File: config.mk
export PLATFORM = sky130hd
export DESIGN_NAME = tdm_demux_1x4
export DESIGN_NICKNAME = d
export VERILOG_FILES = /design/src/rtl/tdm_pkg.sv /design/src/rtl/tdm_parity_chk.sv /design/src/rtl/tdm_demux_1x4.sv
export SDC_FILE = /design/constraint.sdc
export NUM_CORES = 1
export LEC_CHECK = 0
export ABC_AREA = 1
export ABC_CLOCK_PERIOD_IN_PS = 2000
export BUFFER_PORTS_ARGS = -buffer_cell sky130_fd_sc_hd__buf_2
export CORE_AREA = 2 2 42 44
export CTS_BUF_LIST = sky130_fd_sc_hd__clkbuf_8
export DETAILED_ROUTE_END_ITERATION = 8
export DIE_AREA = 0 0 44 46
export GPL_TIMING_DRIVEN = 0
export HOLD_SLACK_MARGIN = 0.1
export PLACE_DENSITY = 0.63
export RECOVER_POWER = 25
export SLEW_MARGIN = 20
export SYNTH_ARGS = -nofsm -noshare
export SYNTH_HDL_FRONTEND = slang
export SYNTH_SLANG_ARGS = --single-unit
File: constraint.sdc
create_clock -name clk -period 2 [get_ports clk]
set_clock_uncertainty 0.15 [all_clocks]
set_input_delay 0.4 -clock clk [delete_from_list [all_inputs] [get_ports clk]]
set_output_delay 0.4 -clock clk [all_outputs]
set_load 0.01 [all_outputs]
File: src/rtl/tdm_pkg.sv
// Shared definitions for the 1-to-4 TDM demultiplexer: slot count and FSM
// state encoding. Build option TDM_DEMUX_PARITY_EN adds the PAR state that
// receives the trailing even-parity sample.
package tdm_pkg;

   localparam int NUM_SLOTS = 4;

`ifdef TDM_DEMUX_PARITY_EN
   typedef enum logic [2:0] {
      ST_IDLE = 3'd0,
      ST_S1   = 3'd1,
      ST_S2   = 3'd2,
      ST_S3   = 3'd3,
      ST_PAR  = 3'd4
   } tdm_state_t;
`else
   typedef enum logic [1:0] {
      ST_IDLE = 2'd0,
      ST_S1   = 2'd1,
      ST_S2   = 2'd2,
      ST_S3   = 2'd3
   } tdm_state_t;
`endif

endpackage

File: src/rtl/tdm_parity_chk.sv
// Even-parity check over a flattened frame. Only instantiated when the
// demultiplexer is built with TDM_DEMUX_PARITY_EN.
module tdm_parity_chk #(
   parameter int DATA_W = 4
) (
   input  logic [DATA_W-1:0] data,
   input  logic              par_bit,
   output logic              err
);

   // With even parity the transmitted bit equals the XOR of all data bits.
   assign err = (^data) ^ par_bit;

endmodule

File: src/rtl/tdm_demux_1x4.sv
// 1-to-4 TDM demultiplexer. Samples are accepted on en=1; frame_start marks
// slot 0 and aborts any partial frame. The four slot outputs update together
// only when a frame completes, with a one-cycle frame_valid pulse.
// Build option TDM_DEMUX_PARITY_EN appends one parity sample per frame
// (din[0] = even parity over all data bits) and drives parity_err.
module tdm_demux_1x4
   import tdm_pkg::*;
#(
   parameter int W = 1
) (
   input  logic         clk,
   input  logic         rst,
   input  logic [W-1:0] din,
   input  logic         en,
   input  logic         frame_start,
   output logic [W-1:0] y0,
   output logic [W-1:0] y1,
   output logic [W-1:0] y2,
   output logic [W-1:0] y3,
   output logic         frame_valid,
   output logic [1:0]   slot,
   output logic         busy,
   output logic         parity_err
);

`ifdef TDM_DEMUX_PARITY_EN
   // Slot 3 must be held too, because completion happens on the parity sample.
   localparam int SHADOW_N = NUM_SLOTS;
`else
   // Slot 3 is taken straight from din on the completing sample.
   localparam int SHADOW_N = NUM_SLOTS - 1;
`endif

   tdm_state_t   state_reg;
   tdm_state_t   state_next;

   logic [W-1:0] shadow_reg [SHADOW_N];
   logic [W-1:0] y_reg      [NUM_SLOTS];
   logic [W-1:0] frame_data [NUM_SLOTS];
   logic         frame_valid_reg;

   logic         cap_en;
   logic [1:0]   cap_idx;
   logic         frame_done;

   // State register.
   always_ff @(posedge clk or posedge rst) begin
      if (rst) begin
         state_reg <= ST_IDLE;
      end else begin
         state_reg <= state_next;
      end
   end

   // Next state, shadow capture select and frame completion. frame_start
   // has priority over normal slot advance so a restart always wins.
   always_comb begin
      state_next = state_reg;
      cap_en     = 1'b0;
      cap_idx    = 2'd0;
      frame_done = 1'b0;
      if (en) begin
         if (frame_start) begin
            state_next = ST_S1;
            cap_en     = 1'b1;
            cap_idx    = 2'd0;
         end else begin
            case (state_reg)
               ST_IDLE: begin
                  state_next = ST_IDLE;
               end
               ST_S1: begin
                  state_next = ST_S2;
                  cap_en     = 1'b1;
                  cap_idx    = 2'd1;
               end
               ST_S2: begin
                  state_next = ST_S3;
                  cap_en     = 1'b1;
                  cap_idx    = 2'd2;
               end
`ifdef TDM_DEMUX_PARITY_EN
               ST_S3: begin
                  state_next = ST_PAR;
                  cap_en     = 1'b1;
                  cap_idx    = 2'd3;
               end
               ST_PAR: begin
                  state_next = ST_IDLE;
                  frame_done = 1'b1;
               end
`else
               ST_S3: begin
                  state_next = ST_IDLE;
                  frame_done = 1'b1;
               end
`endif
               default: begin
                  state_next = ST_IDLE;
               end
            endcase
         end
      end
   end

   // Status outputs decoded from the current state.
   always_comb begin
      slot = 2'd0;
      busy = 1'b1;
      case (state_reg)
         ST_IDLE: begin
            slot = 2'd0;
            busy = 1'b0;
         end
         ST_S1:   slot = 2'd1;
         ST_S2:   slot = 2'd2;
         ST_S3:   slot = 2'd3;
`ifdef TDM_DEMUX_PARITY_EN
         ST_PAR:  slot = 2'd3;
`endif
         default: begin
            slot = 2'd0;
            busy = 1'b0;
         end
      endcase
   end

   // Shadow registers hold the partial frame until it completes.
   always_ff @(posedge clk or posedge rst) begin
      if (rst) begin
         for (int i = 0; i < SHADOW_N; i++) begin
            shadow_reg[i] <= '0;
         end
      end else if (cap_en) begin
         shadow_reg[cap_idx] <= din;
      end
   end

   // Assemble the completed frame from shadow storage (and din for the
   // last data slot when there is no parity sample).
   generate
      for (genvar gi = 0; gi < NUM_SLOTS; gi++) begin : g_frame
         if (gi < SHADOW_N) begin : g_shadow
            assign frame_data[gi] = shadow_reg[gi];
         end else begin : g_live
            assign frame_data[gi] = din;
         end
      end
   endgenerate

   // Output registers load only on completion; frame_valid follows them.
   always_ff @(posedge clk or posedge rst) begin
      if (rst) begin
         for (int i = 0; i < NUM_SLOTS; i++) begin
            y_reg[i] <= '0;
         end
         frame_valid_reg <= 1'b0;
      end else begin
         frame_valid_reg <= frame_done;
         if (frame_done) begin
            for (int i = 0; i < NUM_SLOTS; i++) begin
               y_reg[i] <= frame_data[i];
            end
         end
      end
   end

   assign y0          = y_reg[0];
   assign y1          = y_reg[1];
   assign y2          = y_reg[2];
   assign y3          = y_reg[3];
   assign frame_valid = frame_valid_reg;

`ifdef TDM_DEMUX_PARITY_EN
   logic [NUM_SLOTS*W-1:0] frame_flat;
   logic                   frame_err;
   logic                   parity_err_reg;

   generate
      for (genvar gi = 0; gi < NUM_SLOTS; gi++) begin : g_flat
         assign frame_flat[gi*W +: W] = frame_data[gi];
      end
   endgenerate

   tdm_parity_chk #(
      .DATA_W (NUM_SLOTS * W)
   ) u_parity_chk (
      .data    (frame_flat),
      .par_bit (din[0]),
      .err     (frame_err)
   );

   // Parity error is a pulse aligned with frame_valid.
   always_ff @(posedge clk or posedge rst) begin
      if (rst) begin
         parity_err_reg <= 1'b0;
      end else begin
         parity_err_reg <= frame_done & frame_err;
      end
   end

   assign parity_err = parity_err_reg;
`else
   assign parity_err = 1'b0;
`endif

endmodule

# Yosys cells after proc, flatten, opt, wreduce, memory -nomap -nowiden
# Index checks and enable logic that the tools add are counted.
dict set report totals {
  inputBits 5
  ff_bits 10
  out_inout_bits 9
  word_cells 35
}
dict set report classes {
  bitwise_logic 1
  n_mux 16
  n_reduce_logical 4
  order_cmp 2
  eq_ne 3
}
# cell n
set op_table {}
lappend op_table {{two-way mux 1 bit} 8}
lappend op_table {{case mux 2 bit (4 select lines)} 1}
lappend op_table {{two-way mux 2 bit} 3}
lappend op_table {{case mux 2 bit (3 select lines)} 1}
lappend op_table {{equality test 2 bit, second input constant} 2}
lappend op_table {{case mux 2 bit (2 select lines)} 1}
lappend op_table {{OR reduction 2 bit} 2}
lappend op_table {{bitwise mux 3 bit} 1}
lappend op_table {{>= comparator 3 bit, second input constant} 1}
lappend op_table {{less-than comparator 3 x 1 -> 1 bit, second input constant} 1}
lappend op_table {{NOT 2 -> 3 bit} 1}
lappend op_table {{demux 1 bit (select 2 bit)} 1}
lappend op_table {{equality test 2 x 1 -> 1 bit, second input constant} 1}
lappend op_table {{logical NOT 2 bit} 1}
lappend op_table {{logical AND 1 bit} 1}

# Logic depth before layout (Yosys ltp)
# Gate-level depths: netlist (run 1).
dict set report logic_depth {
  word_depth 10
  ltp_mapped 7
  depth_no_buf 7
}

# Worst setup path after synthesis (run 1)
# OpenSTA, ideal clock, no wires.
dict set report synth_timing {
  path_kind {reg2out}
  start {register state_reg[0]}
  end {output port slot[1]}
  t_required_ps 1450
  path_buffers 0
  path_stages_with_launch 5
  t_arrival_ps 914
  slack_ps 536
  cell_sequence {dfrtp_1 > inv_1 > ha_1 > nor2_1 > nor2_1}
}
dict set report synth_via {
  elab_chain_len 2
  word_cells_on_any_way 5
  cone_classes {eq/ne (3); mux (1); reduce/logical (1)}
}
# item line
set synth_rtl {}
lappend synth_rtl {{start: declaration} tdm_demux_1x4.sv:34} ;# tdm_state_t state_reg;
lappend synth_rtl {{start signal: assignment} tdm_demux_1x4.sv:51} ;# state_reg <= state_next;
lappend synth_rtl {{equality test 2 bit (tied with other cells)} tdm_demux_1x4.sv:110} ;# case (state_reg)
lappend synth_rtl {{case mux 2 bit (4 select lines) *} tdm_demux_1x4.sv:110}
lappend synth_rtl {{end: declaration} tdm_demux_1x4.sv:21} ;# output logic [1:0] slot,
# Every way passes the cells marked *; elsewhere a longest branch is shown, timed or not.

# Final worst setup path (run 1)
# Same ends and word-level chain as after synthesis.

==> results of run 1 <==
worst paths after layout:
check,to,cells after the start,start
max in group asynchronous,frame_data[1],3,rst
hold reg to reg,y0,2,y0
setup / recovery,slot[1],5,state_reg[0]
min in group asynchronous,state_reg[0],3,rst
hold / removal,frame_data[3],2,frame_start
setup reg to reg,frame_data[2],7,state_reg[0]
placed cells by master, fill, tap and decap left out, types with 2 or more instances in the layout:
cell type / instances
a21oi_1: 2
clkbuf_8: 4
nand2_1: 18
nand3_1: 2
dfrtp_1: 10
buf_2: 12
ha_1: 6
nor2_1: 8
o21ai_0: 2
inv_1: 8
worst max-delay path: stages, from the launching register on:
cell	delay [ns]
dfrtp_1	0.42
inv_1	0.11
ha_1	0.25
nor2_1	0.11
nor2_1	0.04
buf_2	0.13
layer usage:
layer | part of all wire | GRT usage
met5 | 0 | 0
met4 | 0.0053 | 0.0545
met3 | 0.052 | 0.0238
met2 | 0.45 | 0.168
met1 | 0.50 | 0.126
cell type report:
type | count | area [um2] | share of cell area
flip-flops and latches | 10 | 250 | 0.371
multi-input cells | 42 | 228 | 0.338
repair buffers | 13 | 70.1 | 0.104
clock buffers | 4 | 55.1 | 0.0816
inverters | 10 | 42.5 | 0.0631
well taps | 17 | 21.3 | 0.0315
plain buffers | 1 | 7.51 | 0.0111
power groups by stage:
| stage | registers, W | clock network [W] | logic, W |
|---|---|---|---|
| finish | 0.000291 | 0.000249 | 0.000190 |
| global route | 0.000300 | 0.000269 | 0.000221 |
| CTS | 0.000293 | 0.000259 | 0.000196 |
| detailed placement | 0.000296 | 0 | 0.000194 |
| global placement | 0.000295 | 0 | 0.000190 |
| floorplan | 0.000310 | 0 | 0.000107 |
through the flow:
step	hold slack, ns	std cells	power [W]
after floorplan	0.0902	63	0.000417
after global placement	0.241	92	0.000485
after detailed placement	0.262	92	0.000490
after CTS	0.231	97	0.000748
after global routing	0.256	97	0.000790
final	0.241	97	0.000730
logic make-up (layout without fill, tap and decap cells):
group,after synthesis,after routing
AO/OA/AOI/OAI,6,6
buffers and inverters,11,28
other,1,1
adder cells (fa/ha/maj),6,6
flip-flops,10,10
AND/OR/NAND/NOR,29,29
timing repair:
action                    in CTS  in global routing
hold buffers                   1                  0
gates resized for setup        0                  0
hold endpoints to repair      10                  0
==> results.json, run 1 <==
{
  "comb_power_share": 0.260,
  "largest_register_ff_count": 3,
  "grt_remaining_overflow": 0,
  "cp_max_fo": 5,
  "worstPathArrival_ns": 1.29,
  "critPathKind": "flop to primary output",
  "drive_gt1_frac": 0.263,
  "groute.usage.overall": 0.103,
  "final_core_util": 0.418,
  "n_fill_cell": 170,
  "yosys.area_share.simple": 0.227,
  "antenna_found_initial": 0,
  "clkTransAtPathRegs_ns": 0.05,
  "power_density_nw_per_um2": 1080,
  "max_cap_violations": 0,
  "synth_compound_area_frac": 0.0654,
  "seq_power_share": 0.399,
  "internal_power_w": 0.000515,
  "place_area_um2": 617,
  "grt_pass1_wl_mm": 1.50,
  "core_area_um2": 1610,
  "p_clk_frac": 0.341,
  "vias": 422,
  "max_freq_mhz": 543,
  "min_period_over_period": 0.922,
  "nets": 92,
  "hold_viol": 0,
  "syn_area_per_cell_um2": 8.50,
  "drc_errors": 0,
  "ir_drop_mv": 0.331,
  "r2r_slack_ns": 0.54,
  "synth-edff-count": 0,
  "synth_cell_type_count": 16,
  "drt_wl_total_um": 937,
  "dieWidth_um": 44,
  "synth_top_family_by_area": "simple AND/OR/NAND/NOR gates",
  "io_buffers": 12,
  "yosys-mux-area-fraction": 0,
  "ant_nets": 0,
  "post_cts_buffers": 0,
  "yosys-top-cells-count": "nand2_1 (17), dfrtp_1 (10), inv_1 (8), nor2_1 (8), ha_1 (6)",
  "clock_latency_ns": 0.23,
  "startpoint_type": "flop",
  "die-area_um2": 2020,
  "finalWorstSetupSlack_ns": 0.157,
  "required_ns": 1.45,
  "cts_tree": "done",
  "syn_area_um2": 536,
  "ys.flop_type": "dfrtp_1",
  "cts_buffers": 3,
  "synth_xor_area_frac": 0,
  "placementRows": 15,
  "grt_pass1_vias": 377,
  "cp-end-kind": "primary output",
  "clock_sinks": 10,
  "hpwl_um": 729,
  "fin_area_um2": 674,
  "synth-seq-area-share": 0.467,
  "clk_root_buffer_cell": "clkbuf_8",
  "drt_iter0_markers": 5,
  "cts_max_level": 1,
  "yosysTopAreaCellShare": 0.467,
  "synth-async-reset-ratio": 1.00,
  "p_leak_nw": 0.390,
  "postSynthNetCount": 74,
  "firstDrtPassIters": 4,
  "setup_tns_ns": 0,
  "period_minus_slack_ns": 1.84,
  "synth-adder-area-share": 0.140,
  "hp-class": "primary input to flop",
  "setup_viol": 0,
  "vias_per_cell": 4.35,
  "wl_per_cell_um": 9.66,
  "outcome": "finished, final reports clean",
  "syn_to_final_growth_pct": 25.9,
  "syn_inst": 63,
  "gp_congestion": 0.759,
  "yosysMostFrequentCell": "nand2_1",
  "dp_slack_ns": 0.399,
  "synth_top_area_cell": "dfrtp_1",
  "yosysWarnings": 0,
  "rsz0062_at_grt": "false",
  "initial_core_util": 0.332,
  "power_switching_w": 0.000215,
  "die_h_um": 46,
  "synth_area_leaders": "dfrtp_1 (47%), ha_1 (14%), nand2_1 (12%)",
  "swShare": 0.294,
  "maxSlewViolCount": 0,
  "clockBufferDepth": 2,
  "grt_max_degree": 11,
  "insertedDiodeCount": 0,
  "ios": 14,
  "ys_ff_latch": 10
}
Note: power is estimated with default switching activity, not from simulation.
==> run 2, diff against run 1 <==
--- a/config.mk
+++ b/config.mk
@@ -14,6 +14,7 @@
 export DIE_AREA = 0 0 44 46
 export GPL_TIMING_DRIVEN = 0
 export HOLD_SLACK_MARGIN = 0.1
+export MAX_ROUTING_LAYER = met4
 export PLACE_DENSITY = 0.63
 export RECOVER_POWER = 25
 export SLEW_MARGIN = 20
==> run 2 against run 1 <==
Net effect: worst hold slack got worse by 0.0049 ns; critical path depth did not move; clock power barely moved; first-iteration DRC count did not move; global-route usage rose by 0.31 points; count of clock-buffer cells in the layout did not move; design area did not move; combinational power barely moved; largest power group unchanged.
==> results.json, run 2 (synthesis gave the netlist of run 1 again) <==
{
  "grt_max_degree": 11,
  "dieWidth_um": 44,
  "max_freq_mhz": 542,
  "post_cts_buffers": 0,
  "outcome": "finished, final reports clean",
  "worstReg2RegEnd": "frame_data[2]",
  "clockBufferDepth": 2,
  "vias_per_cell": 4.25,
  "p_clk_frac": 0.343,
  "drt_wl_total_um": 941,
  "clock_sinks": 10,
  "cp_max_fo": 5,
  "seq_power_share": 0.398,
  "ant_nets": 0,
  "drive_gt1_frac": 0.263,
  "nets": 92,
  "cts_max_level": 1,
  "wl_met3_um": 45,
  "n_fill_cell": 170,
  "period_minus_slack_ns": 1.85,
  "rr_worst_depth": 7,
  "cts_tree": "done",
  "largest_register_ff_count": 3,
  "worstPathCellList": "inv_1 > ha_1 > nor2_1 > nor2_1 > buf_2",
  "final_cell_mix": "nand2_1 (18), buf_2 (12), dfrtp_1 (10)",
  "gp_congestion": 0.769,
  "wl_per_cell_um": 9.70,
  "insertedDiodeCount": 0,
  "drc_errors": 0,
  "clk_root_buffer_cell": "clkbuf_8",
  "antenna_found_initial": 0,
  "startpoint_type": "flop",
  "maxSlewViolCount": 0,
  "groute.usage.overall": 0.106,
  "cp_common_cell": "nor2_1",
  "grt_pass1_wl_mm": 1.50,
  "rsz0062_at_grt": "false",
  "grt_remaining_overflow": 0,
  "firstDrtPassIters": 3,
  "multiInputGateArea_um2": 228,
  "worstHoldPathCells": 2,
  "post-place-cells": 92,
  "die-area_um2": 2020,
  "r2r_start": "state_reg[0]",
  "min_to": "frame_data[3]",
  "internal_power_w": 0.000515,
  "hold_slack_ns": 0.236,
  "swShare": 0.297,
  "r2r_slack_ns": 0.54,
  "initial_core_util": 0.332,
  "placementRows": 15,
  "cts-hold-fix-buffers": 1,
  "worst_path_max_delay_cell": "dfrtp_1",
  "final_cells": 97,
  "clkTransAtPathRegs_ns": 0.05,
  "comb_power_share": 0.259,
  "hp-class": "primary input to flop",
  "final_common_cell": "nand2_1",
  "worstPathArrival_ns": 1.30,
  "max_stage_delay_ns": 0.42,
  "io_buffers": 12,
  "ir_drop_mv": 0.334,
  "cts_resized": 0,
  "p_leak_nw": 0.390,
  "syn_to_final_growth_pct": 25.9,
  "core_area_um2": 1610,
  "grt_pass1_vias": 376,
  "hold_viol": 0,
  "ios": 14,
  "power_density_nw_per_um2": 1090,
  "drt_iter0_markers": 5,
  "regArea_um2": 250,
  "required_ns": 1.45,
  "met2_length_um": 421,
  "vias": 412,
  "max_cap_violations": 0,
  "power_switching_w": 0.000217,
  "die_h_um": 46,
  "setup_tns_ns": 0,
  "critPathKind": "flop to primary output",
  "hpwl_um": 729,
  "min_period_over_period": 0.923,
  "setup_viol": 0,
  "worstHoldStart": "frame_start",
  "cts_buffers": 3,
  "top_layer_used": "met3",
  "wl_met1_um": 473,
  "clock_latency_ns": 0.23,
  "power_w": 0.000732,
  "cp-end-kind": "primary output"
}
[run 2: cell counts in the layout (fill, tap and decap cells not counted)]
Identical to the previous run, type by type.
[run 2: critical path, delay by kind of cell (launching register included)]
family                     cells  cell delay [ns]
DFF                            1             0.42
adders and majority gates      1             0.25
buffers and inverters          2             0.24
and+or+nand+nor                2             0.15
[run 2: power by group through the flow]
stage / Sequential (W) / Combinational (W) / Clock (W)
2_1_floorplan: 0.000310 / 0.000107 / 0
3_3_place_gp: 0.000295 / 0.000190 / 0
3_5_place_dp: 0.000296 / 0.000194 / 0
4_1_cts: 0.000293 / 0.000196 / 0.000259
5_1_grt: 0.000300 / 0.000221 / 0.000269
6_report: 0.000291 / 0.000190 / 0.000252
[run 2: worst max path at each step]
stage | from | endpoint | slack (ns) | depth (start not counted)
2_1_floorplan | state_reg[0] | slot[1] | 0.54 | 4
3_3_place_gp | state_reg[0] | slot[1] | 0.41 | 5
3_5_place_dp | state_reg[0] | slot[1] | 0.40 | 5
4_1_cts | state_reg[0] | slot[1] | 0.14 | 5
5_1_grt | state_reg[0] | slot[1] | 0.06 | 5
6_report | state_reg[0] | slot[1] | 0.15 | 5
[run 2: cell type report]
cell class | instances | share of cell area
tap | 17 | 0.0315
clock buffer | 4 | 0.0816
buffer | 1 | 0.0111
sequential | 10 | 0.371
timing repair buffer | 13 | 0.104
multi-input combinational | 42 | 0.338
inverter | 10 | 0.0631
[run 2: metal layers]
layer  up-vias  GRT usage
li1        221          -
met1       183      0.126
met2         8      0.168
met3         0     0.0238
met4         0     0.0545
met5         -          -
[run 2: stage by stage]
step           worst slack [ns]  cell area (um2)   util
5_1_grt                  0.0554              674  0.418
3_5_place_dp              0.399              617  0.382
2_1_floorplan             0.536              536      -
4_1_cts                   0.135              682  0.422
3_3_place_gp              0.413              617  0.382
6_report                  0.154              674  0.418
==> run 3, diff against run 2 <==
--- a/config.mk
+++ b/config.mk
@@ -15,7 +15,7 @@
 export GPL_TIMING_DRIVEN = 0
 export HOLD_SLACK_MARGIN = 0.1
 export MAX_ROUTING_LAYER = met4
-export PLACE_DENSITY = 0.63
+export PLACE_DENSITY_LB_ADDON = 0.05
 export RECOVER_POWER = 25
 export SLEW_MARGIN = 20
 export SYNTH_ARGS = -nofsm -noshare
==> constraint.sdc (replaced) <==
create_clock -name clk -period 2 [get_ports clk]
set_clock_uncertainty 0.15 [all_clocks]
set_input_delay 0.4 -clock clk [delete_from_list [all_inputs] [get_ports clk]]
set_output_delay 0.4 -clock clk [all_outputs]
set_load 0.02 [all_outputs]
==> run 3 against run 2 <==
Net effect: global-route usage up 0.52 points; worst hold slack better by 0.0041 ns; core utilization down 0.39 points; largest power group unchanged; highest routed layer unchanged.
==> results.json, run 3 (synthesis gave the netlist of run 1 again) <==
{
  "outcome": "finished, final reports clean",
  "largest_register_ff_count": 3,
  "n_fill_cell": 174,
  "hpwl_um": 694,
  "cp_max_fo": 5,
  "clkTransAtPathRegs_ns": 0.05,
  "dieWidth_um": 44,
  "worstReg2RegEnd": "frame_data[2]",
  "r2r_slack_ns": 0.57,
  "io_buffers": 12,
  "p_leak_nw": 0.393,
  "seq_power_share": 0.401,
  "ant_nets": 0,
  "cts_max_level": 1,
  "setup_viol": 0,
  "critPathKind": "flop to primary output",
  "min_period_over_period": 0.937,
  "firstDrtPassIters": 4,
  "gp_congestion": 0.671,
  "placementRows": 15,
  "grt_remaining_overflow": 0,
  "grt_max_degree": 11,
  "drt_wl_total_um": 905,
  "drc_errors": 0,
  "final_cells": 96,
  "required_ns": 1.45,
  "grt_pass1_vias": 344,
  "maxSlewViolCount": 0,
  "cts_tree": "done",
  "rsz0062_at_grt": "false",
  "hold_viol": 0,
  "min_to": "frame_data[3]",
  "max_freq_mhz": 534,
  "p_clk_frac": 0.283,
  "worstPathArrival_ns": 1.32,
  "wl_per_cell_um": 9.43,
  "max_cap_violations": 0,
  "ios": 14,
  "power_density_nw_per_um2": 1090,
  "syn_to_final_growth_pct": 24.8,
  "core_area_um2": 1610,
  "initial_core_util": 0.332,
  "period_minus_slack_ns": 1.87,
  "swShare": 0.346,
  "setup_tns_ns": 0,
  "cts_resized": 0,
  "grt_pass1_wl_mm": 1.50,
  "groute.usage.overall": 0.111,
  "die-area_um2": 2020,
  "power_switching_w": 0.000251,
  "nets": 92,
  "clock_latency_ns": 0.23,
  "internal_power_w": 0.000475,
  "hp-class": "primary input to flop",
  "dp_slack_ns": 0.373,
  "final_cell_mix": "nand2_1 (17), buf_2 (12), dfrtp_1 (10)",
  "startpoint_type": "flop",
  "cp-end-kind": "primary output",
  "worstHoldPathCells": 2,
  "r2r_start": "state_reg[0]",
  "drt_iter0_markers": 10,
  "die_h_um": 46,
  "rr_worst_depth": 7,
  "hold_slack_ns": 0.240,
  "insertedDiodeCount": 0,
  "vias": 424,
  "clk_root_buffer_cell": "clkbuf_8",
  "antenna_found_initial": 0,
  "cts_buffers": 3,
  "worstHoldStart": "frame_start",
  "clock_sinks": 10,
  "final_common_cell": "nand2_1",
  "comb_power_share": 0.316,
  "drive_gt1_frac": 0.266,
  "clockBufferDepth": 2,
  "finalWorstSetupSlack_ns": 0.126,
  "ir_drop_mv": 0.679,
  "post_cts_buffers": 0,
  "post-place-cells": 92,
  "vias_per_cell": 4.42
}
run 3: through the flow:
stage | utilization | instance area, um2 | total power [W]
final | 0.414 | 668 | 0.000726
after global routing | 0.414 | 668 | 0.000784
after CTS | 0.414 | 668 | 0.000737
after detailed placement | 0.382 | 617 | 0.000525
after global placement | 0.382 | 617 | 0.000527
after floorplan | - | 536 | 0.000454
run 3: timing repair:
action,4_1_cts,5_1_grt
endpoints found under the setup margin,0,0
hold endpoints to repair,10,0
hold buffers,1,0
run 3: worst max-delay path by stage:
stage	slack, ns	end	from
after global placement	0.37	slot[1]	state_reg[0]
after CTS	0.12	slot[1]	state_reg[0]
after global routing	0.03	slot[1]	state_reg[0]
after detailed placement	0.37	slot[1]	state_reg[0]
after floorplan	0.41	slot[1]	state_reg[0]
final	0.13	slot[1]	state_reg[0]
run 3: routing by layer:
layer / part of all wire / up-vias / wire length (um) / track usage
li1: - / 222 / - / -
met1: 0.49 / 187 / 441 / 0.141
met2: 0.42 / 15 / 379 / 0.147
met3: 0.094 / 0 / 85 / 0.0635
met4: 0 / 0 / 0 / 0.0364
met5: 0 / - / 0 / -
run 3: worst max-delay path, stage by stage (launching register included):
cell     delay, ns
dfrtp_1       0.43
inv_1         0.12
ha_1          0.24
nor2_1        0.07
nor2_1        0.07
buf_2         0.16
run 3: area by class of cell:
cell class                 count  area [um2]  area share
timing repair buffer          13        70.1       0.105
tap                           17        21.3      0.0318
buffer                         1        7.51      0.0112
clock buffer                   3        41.3      0.0618
multi-input combinational     42         235       0.352
inverter                      10        42.5      0.0637
sequential                    10         250       0.375
run 3: power by group through the flow:
stage	Sequential [W]	Clock, W	Combinational, W
finish	0.000292	0.000206	0.000229
global route	0.000300	0.000221	0.000263
CTS	0.000292	0.000212	0.000233
detailed placement	0.000295	0	0.000230
global placement	0.000295	0	0.000232
floorplan	0.000337	0	0.000117
